==> src/rtl/mc_decoder_pkg.sv <==
// mc_decoder_pkg
//   Shared definitions for the multi-cycle ARM control decoder:
//   - FSM state enumeration
//   - op / cmd field encodings
//   - datapath select encodings
package mc_decoder_pkg;

    typedef enum logic [3:0] {
        ST_FETCH  = 4'd0,
        ST_DECODE = 4'd1,
        ST_MEMADR = 4'd2,
        ST_MEMRD  = 4'd3,
        ST_MEMWB  = 4'd4,
        ST_MEMWR  = 4'd5,
        ST_EXECR  = 4'd6,
        ST_EXECI  = 4'd7,
        ST_ALUWB  = 4'd8,
        ST_BRANCH = 4'd9
    } state_t;

    // instr[27:26]
    localparam logic [1:0] OP_DP    = 2'b00;
    localparam logic [1:0] OP_MEM   = 2'b01;
    localparam logic [1:0] OP_BR    = 2'b10;
    localparam logic [1:0] OP_UNDEF = 2'b11;

    // instr[24:21]
    localparam logic [3:0] CMD_AND = 4'b0000;
    localparam logic [3:0] CMD_EOR = 4'b0001;
    localparam logic [3:0] CMD_SUB = 4'b0010;
    localparam logic [3:0] CMD_ADD = 4'b0100;
    localparam logic [3:0] CMD_CMP = 4'b1010;
    localparam logic [3:0] CMD_ORR = 4'b1100;

    localparam logic [1:0] SRCB_RD2  = 2'b00;
    localparam logic [1:0] SRCB_EXT  = 2'b01;
    localparam logic [1:0] SRCB_FOUR = 2'b10;

    localparam logic [1:0] RES_ALUOUT = 2'b00;
    localparam logic [1:0] RES_DATA   = 2'b01;
    localparam logic [1:0] RES_ALURES = 2'b10;

    localparam logic [1:0] IMM_DP  = 2'b00;
    localparam logic [1:0] IMM_MEM = 2'b01;
    localparam logic [1:0] IMM_BR  = 2'b10;

endpackage

==> src/rtl/mc_alu_decoder.sv <==
// mc_alu_decoder
//   Combinational data-processing decode: cmd/S -> ALU operation, flag
//   write enables and the compare (no register result) indication.
// Ports
//   cmd_i          instr[24:21]
//   s_i            instr[20] (S bit)
//   alu_control_o  ALU operation (EOR decoded only when ALU_CTRL_W >= 3)
//   flag_w_o       [1] NZ write, [0] CV write
//   no_write_o     compare: suppress register write-back
module mc_alu_decoder
    import mc_decoder_pkg::*;
#(
    parameter int unsigned ALU_CTRL_W = 2
) (
    input  logic [3:0]            cmd_i,
    input  logic                  s_i,
    output logic [ALU_CTRL_W-1:0] alu_control_o,
    output logic [1:0]            flag_w_o,
    output logic                  no_write_o
);

    logic arith;

    always_comb begin
        alu_control_o = '0;
        no_write_o    = 1'b0;
        arith         = 1'b0;
        case (cmd_i)
            CMD_ADD: arith = 1'b1;
            CMD_SUB: begin
                alu_control_o = ALU_CTRL_W'(2'b01);
                arith         = 1'b1;
            end
            CMD_AND: alu_control_o = ALU_CTRL_W'(2'b10);
            CMD_ORR: alu_control_o = ALU_CTRL_W'(2'b11);
            CMD_CMP: begin
                alu_control_o = ALU_CTRL_W'(2'b01);
                arith         = 1'b1;
                no_write_o    = 1'b1;
            end
            CMD_EOR: begin
                if (ALU_CTRL_W >= 3) alu_control_o = ALU_CTRL_W'(3'b100);
            end
            default: alu_control_o = '0;
        endcase
        // C/V only meaningful for arithmetic; N/Z follow S for everything
        flag_w_o = {s_i, s_i & arith};
    end

endmodule

==> src/rtl/mc_decoder.sv <==
// mc_decoder
//   Moore FSM sequencing FETCH/DECODE/EXEC/MEM/WB for the shared-memory
//   multi-cycle ARM datapath. Outputs are combinational from state + IR.
// Configuration macro: MC_DECODER_MEM_READY_EN
//   defined   -> mem_ready port; FETCH/MEMRD/MEMWR wait for mem_ready=1
//   undefined -> single-cycle memory, one clock per state
// Ports
//   clk, reset_n          clock, async active-low reset
//   op, funct, rd         IR fields instr[27:26], [25:20], [15:12]
//   mem_ready             memory handshake (macro only)
//   pcs, next_pc          PC writes (branch/rd==15, PC+4)
//   reg_w, mem_w          register / memory write enables
//   ir_write, adr_src     IR load, memory address select
//   alu_src_a/b           ALU operand selects
//   result_src, imm_src   result mux / immediate-extend selects
//   reg_src               register address selects
//   alu_control, flag_w   ALU op, flag write enables
//   no_write, instr_done  compare indication, last-state pulse
//   state_o               current state (debug)
module mc_decoder
    import mc_decoder_pkg::*;
#(
    parameter int unsigned ALU_CTRL_W = 2,
    parameter int unsigned STATE_W    = 4
) (
    input  logic                  clk,
    input  logic                  reset_n,
    input  logic [1:0]            op,
    input  logic [5:0]            funct,
    input  logic [3:0]            rd,
`ifdef MC_DECODER_MEM_READY_EN
    input  logic                  mem_ready,
`endif
    output logic                  pcs,
    output logic                  next_pc,
    output logic                  reg_w,
    output logic                  mem_w,
    output logic                  ir_write,
    output logic                  adr_src,
    output logic                  alu_src_a,
    output logic [1:0]            alu_src_b,
    output logic [1:0]            result_src,
    output logic [1:0]            imm_src,
    output logic [1:0]            reg_src,
    output logic [ALU_CTRL_W-1:0] alu_control,
    output logic [1:0]            flag_w,
    output logic                  no_write,
    output logic                  instr_done,
    output logic [STATE_W-1:0]    state_o
);

    state_t                  state_q, state_d;
    logic                    mem_rdy;
    logic                    exec;
    logic [ALU_CTRL_W-1:0]   dec_alu;
    logic [1:0]              dec_flag_w;
    logic                    dec_no_write;

`ifdef MC_DECODER_MEM_READY_EN
    assign mem_rdy = mem_ready;
`else
    assign mem_rdy = 1'b1;
`endif

    mc_alu_decoder #(.ALU_CTRL_W(ALU_CTRL_W)) u_alu_dec (
        .cmd_i         (funct[4:1]),
        .s_i           (funct[0]),
        .alu_control_o (dec_alu),
        .flag_w_o      (dec_flag_w),
        .no_write_o    (dec_no_write)
    );

    always_ff @(posedge clk or negedge reset_n) begin
        if (!reset_n) state_q <= ST_FETCH;
        else          state_q <= state_d;
    end

    always_comb begin
        state_d     = state_q;
        pcs         = 1'b0;
        next_pc     = 1'b0;
        reg_w       = 1'b0;
        mem_w       = 1'b0;
        ir_write    = 1'b0;
        adr_src     = 1'b0;
        alu_src_a   = 1'b0;
        alu_src_b   = SRCB_RD2;
        result_src  = RES_ALUOUT;
        instr_done  = 1'b0;
        exec        = 1'b0;
        case (state_q)
            ST_FETCH: begin
                alu_src_a  = 1'b1;
                alu_src_b  = SRCB_FOUR;
                result_src = RES_ALURES;
                ir_write   = mem_rdy;
                next_pc    = mem_rdy;
                state_d    = mem_rdy ? ST_DECODE : ST_FETCH;
            end
            ST_DECODE: begin
                alu_src_a  = 1'b1;
                alu_src_b  = SRCB_FOUR;
                result_src = RES_ALURES;
                case (op)
                    OP_MEM:  state_d = ST_MEMADR;
                    OP_DP:   state_d = funct[5] ? ST_EXECI : ST_EXECR;
                    OP_BR:   state_d = ST_BRANCH;
                    default: begin
                        instr_done = 1'b1;
                        state_d    = ST_FETCH;
                    end
                endcase
            end
            ST_MEMADR: begin
                alu_src_b = SRCB_EXT;
                state_d   = funct[0] ? ST_MEMRD : ST_MEMWR;
            end
            ST_MEMRD: begin
                adr_src = 1'b1;
                state_d = mem_rdy ? ST_MEMWB : ST_MEMRD;
            end
            ST_MEMWB: begin
                result_src = RES_DATA;
                reg_w      = 1'b1;
                pcs        = (rd == 4'hF);
                instr_done = 1'b1;
                state_d    = ST_FETCH;
            end
            ST_MEMWR: begin
                // write strobe stays up for the whole wait; completion only on ready
                adr_src    = 1'b1;
                mem_w      = 1'b1;
                instr_done = mem_rdy;
                state_d    = mem_rdy ? ST_FETCH : ST_MEMWR;
            end
            ST_EXECR, ST_EXECI: begin
                exec       = 1'b1;
                alu_src_b  = (state_q == ST_EXECI) ? SRCB_EXT : SRCB_RD2;
                instr_done = dec_no_write;
                state_d    = dec_no_write ? ST_FETCH : ST_ALUWB;
            end
            ST_ALUWB: begin
                result_src = RES_ALUOUT;
                reg_w      = 1'b1;
                pcs        = (rd == 4'hF);
                instr_done = 1'b1;
                state_d    = ST_FETCH;
            end
            ST_BRANCH: begin
                alu_src_b  = SRCB_EXT;
                result_src = RES_ALURES;
                pcs        = 1'b1;
                instr_done = 1'b1;
                state_d    = ST_FETCH;
            end
            default: state_d = ST_FETCH;
        endcase

        alu_control = exec ? dec_alu      : '0;
        flag_w      = exec ? dec_flag_w   : 2'b00;
        no_write    = exec ? dec_no_write : 1'b0;
        imm_src     = op;
        reg_src     = {op == OP_MEM, op == OP_BR};

        // state register already reads FETCH during reset; force everything quiet
        if (!reset_n) begin
            pcs         = 1'b0;
            next_pc     = 1'b0;
            reg_w       = 1'b0;
            mem_w       = 1'b0;
            ir_write    = 1'b0;
            adr_src     = 1'b0;
            alu_src_a   = 1'b0;
            alu_src_b   = '0;
            result_src  = '0;
            imm_src     = '0;
            reg_src     = '0;
            alu_control = '0;
            flag_w      = '0;
            no_write    = 1'b0;
            instr_done  = 1'b0;
        end
    end

    assign state_o = STATE_W'(state_q);

endmodule

==> config.mk <==
export PLATFORM = sky130hd
export DESIGN_NAME = mc_decoder
export DESIGN_NICKNAME = d
export VERILOG_FILES = /design/src/rtl/mc_decoder_pkg.sv /design/src/rtl/mc_alu_decoder.sv /design/src/rtl/mc_decoder.sv
export SDC_FILE = /design/constraint.sdc
export NUM_CORES = 1
export LEC_CHECK = 0
export CAP_MARGIN = 5
export CELL_PAD_IN_SITES_DETAIL_PLACEMENT = 0
export CELL_PAD_IN_SITES_GLOBAL_PLACEMENT = 1
export CORE_UTILIZATION = 23
export CTS_CLUSTER_SIZE = 40
export DETAILED_ROUTE_END_ITERATION = 16
export GPL_TIMING_DRIVEN = 0
export PLACE_DENSITY_LB_ADDON = 0.3
export SLEW_MARGIN = 10
export SYNTH_ARGS = -nofsm -noshare
export SYNTH_HDL_FRONTEND = slang
export SYNTH_HIERARCHICAL = 1
export SYNTH_SLANG_ARGS = --single-unit
==> constraint.sdc <==
create_clock -name clk -period 2.9 [get_ports clk]
set_input_delay 0.87 -clock clk [delete_from_list [all_inputs] [get_ports clk]]
set_output_delay 0.87 -clock clk [all_outputs]
set_load 0.02 [all_outputs]
==> impl.org <==
** Drt
- Dividing the detail-routed via count by the number of cells gives 4.768.
- After detailed routing, the average wire length per cell comes to 11.25 um.
- In this run, the number of DRC markers left after iteration 0 of detailed routing was 6.
- For this block, the via count after detailed routing is 658.
- DRC violation count after routing :: 0
- The first detailed-routing pass ran for 4 iterations.
- The routed design has 1.552 mm of wire.
- In this run the remaining antenna-violating nets after routing total 0.

** STA
- At the pin with the least slew margin, the transition time is 0.3274 ns.
- Post-Route Setup TNS :: 0 ns
- In this run the tightest slew margin relative to its limit is 0.7817.
- In the finished design, the share of the clock period the worst path needs comes to 0.9839.
- After layout, the minimum clock period comes to 2.853 ns.
- Hold slack final :: 0.4617 ns
- RSZ-0062 raised after global routing :: no
- The number of slew-limit violations in the final report is 0.
- Fin Clk Skew :: 0.0008726 ns
- The worst path meets setup with 0.04670 ns of slack.
- Maximum operating frequency :: 350.5 MHz
- The count of final hold-check violations came to 0.
- Final setup violation count :: 0

** Die
- Chip Height :: 49.40 um
- Number of rows in the core area :: 16
- CORE AREA :: 0.002042 mm2
- Effective utilization at floorplan :: 0.2531
- During I/O placement, the number of pins put on the boundary was 39.
- Area enclosed by the die boundary :: 0.002440 mm2
- Width of the die :: 49.40 um

** Setup path
- Of all nets on the critical path, the largest fanout is 1.
- Element type at the critical path end :: primary output
- Critical path type :: primary input to primary output
- Critical register-to-register path startpoint :: state_o[3]
- Cell count of the worst reg-to-reg path :: 3
- STA puts the critical path data required time at 2.03 ns.
- STA puts the critical path data arrival time at 1.98 ns.
- Category of the worst setup path launch point :: primary input
- In this run the register-to-register setup slack is 1.74 ns.
- The endpoint identified for the worst register-to-register timing path is state_o[0].

** Place
- In this run the tool buffered the top-level ports with 38 buffer cells.
- Worst slack at placement :: -0.9530 ns
- At the end of routability-driven placement, the weighted congestion stood at 0.6797.
- After legalization and detailed placement, the total HPWL measured 1.177 mm.

** Clock network
- Clock sink count :: 4
- In this run, post-CTS hold repair placed 0 buffers.
- The later pin in the worst-skew pair is clocked with a latency of 0.23 ns.
- TritonCTS built the clock tree.
- Buffers inserted during clock tree synthesis total 3.
- Buffer levels on the longest clock path :: 2
- CTS built an H-tree with a depth of 1.
- CTS Root Buffer Type :: sky130_fd_sc_hd__clkbuf_4
- Setup Buffers After CTS :: 0
- After clock tree synthesis, the clock-pin slew on the worst setup and hold paths is 0.04 ns.

** Global routing
- Global routing usage summed across all routing layers :: 0.1364
- After global routing the overflow that remains totals 0.
- Wire length of the first global-routing pass :: 2.594 mm
- Number of global-route vias before repair :: 602
- Pin count of the biggest net entering global routing :: 13
- The number of antenna violations at the first check in global routing was 0.

** Yosys
- sky130_fd_sc_hd__nor2_1 is the most common cell in the netlist.
- The mapped netlist covers 516.7 um2.
- The synthesized design contains 0 enable-type register cells.
- Sequential fraction of the synthesis area :: 0.1937
- Largest cells by area after synthesis :: sky130_fd_sc_hd__dfrtp_1, sky130_fd_sc_hd__and2_1, sky130_fd_sc_hd__nand2b_1
- sky130_fd_sc_hd__dfrtp_1 takes more of the synthesized area than any other cell.
- Of all flip-flops after synthesis, the portion carrying an async set or reset was 1.000.
- After synthesis, the netlist uses 32 different library cells.
- When the netlist entered floorplanning its net count stood at 85.
- The share of synthesized area in the top cell type comes to 0.1937.
- Yosys synthesis warning count :: 6
- Synth cell count leaders :: sky130_fd_sc_hd__nor2_1, sky130_fd_sc_hd__and2_1, sky130_fd_sc_hd__nor3_1
- After technology mapping, the gate count stands at 71.
- For this run, the leading register cell type out of synthesis is sky130_fd_sc_hd__dfrtp_1.
- In this run the mean area of a mapped cell was 7.278 um2.
- In this run, synthesis produced a sequential element count of 4.

** Pwr
- Of the total power, the clock network draws 0.093.
- In this run the power spent charging and discharging nets is 335.8 uW.
- Relative contribution of combinational cells to total power :: 0.758
- Sw Share :: 0.4714
- Ratio of total power to cell area :: 734.7 mW/mm2
- Across the VDD grid, the largest voltage drop is 353.1 uV.
- The analysis attributes to cell leakage a power of 0.0004681 uW.
- Fraction of power consumed by sequential logic :: 0.149
- Internal power comes to 376.6 uW.

** Cells and area
- Post-layout nets :: 127
- Fill cell instance count of the final layout :: 230
- Summing all flip-flop and latch instances after layout gives 100.1 um2.
- Compared with the post-synthesis result, the final layout area differs by 87.65%.
- Proportion of layout cells with a drive suffix above 1 :: 0.2342
- The number of antenna diodes in the final layout is 0.
- In the final layout, the multi-input gates occupy 397.9 um2.
- Number of flip-flops in the largest register :: 4

** Run status
- The run finished with clean final reports.

** Worst hold path
- In this run the worst hold path is classified as primary input to asynchronous set/reset pin.

** Job
- The tool flagged a number of max-cap violations equal to 0.
-- stage by stage --
stage	util	area [um2]	power [uW]	std cells
finish	0.4749	969.7	712.4	138
global route	0.4749	969.7	768.7	138
CTS	0.4718	963.4	721.6	138
detailed placement	0.4559	930.9	657.7	136
global placement	0.4559	930.9	652.7	136
floorplan	-	516.7	440.5	71
-- worst max-delay path by stage --
stage,start,to,depth (start not counted)
after floorplan,reset_n,next_pc,4
after global placement,reset_n,pcs,5
after detailed placement,reset_n,pcs,5
after CTS,reset_n,result_src[1],4
after global routing,state_o[0],alu_src_b[0],5
final,rd[2],pcs,4
-- cells in the final DEF, fill, tap and decap left out, drive strengths merged --
master	Yosys	routed
dlymetal6s2s	0	4
o21a	1	1
and3	2	2
nand3b	2	2
and2	7	7
o21ai	2	2
nand3	2	2
a41oi	1	1
clkdlybuf4s50	0	17
or3b	1	1
nor3	6	6
buf	5	8
o221ai	1	1
nor2	8	8
a211oi	1	1
dfrtp	4	4
or2	1	1
nand2	2	2
nand2b	6	6
a21oi	3	3
a2111oi	1	1
dlygate4sd2	0	8
nor3b	3	3
inv	2	2
clkdlybuf4s15	0	5
nor2b	3	3
a31oi	1	1
a22oi	1	1
clkbuf	2	5
xor2	2	2
xnor2	1	1
-- cell type report --
cell class                 instances  share of cell area
clock buffer                       3             0.02323
tap                               27             0.03484
inverter                           2            0.007742
sequential                         4              0.1032
timing repair buffer              38              0.3858
buffer                             6             0.03484
multi-input combinational         58              0.4103
-- critical path: stages --
cell and delay, ns:
sky130_fd_sc_hd__clkdlybuf4s50_1 0.46, sky130_fd_sc_hd__a41oi_1 0.13, sky130_fd_sc_hd__a2111oi_2 0.22, sky130_fd_sc_hd__clkdlybuf4s15_2 0.31
-- metal layers --
metal / vias up / routed length [um] / global-route usage
met5: - / 0 / 0
li1: 326 / - / -
met2: 31 / 795 / 0.2397
met1: 299 / 627 / 0.1511
met4: 0 / 17 / 0.07143
met3: 2 / 112 / 0.03115
-- power groups by stage --
| stage | clock network [uW] | registers (uW) | logic, uW |
|---|---|---|---|
| finish | 66.4 | 106 | 540 |
| global route | 72.6 | 112 | 584 |
| detailed placement | 0 | 108 | 550 |
| floorplan | 0 | 130 | 311 |
| CTS | 69.7 | 106 | 546 |
| global placement | 0 | 105 | 548 |
-- cells by family (layout without fill, tap and decap cells) --
group,after synthesis,after routing,share of synthesized area
DFF,4,4,0.1937
buffers and inverters,9,49,0.08716
and+or+nand+nor,43,43,0.4940
AOI/OAI and AO/OA,12,12,0.1744
xor gates and xnor gates,3,3,0.05086
-- repair_timing --
action                     4_1_cts  5_1_grt
pin swaps                        0        0
resized for setup               47        6
setup endpoints to repair       21        5
No activity file was read; power rests on OpenSTA's default activity.
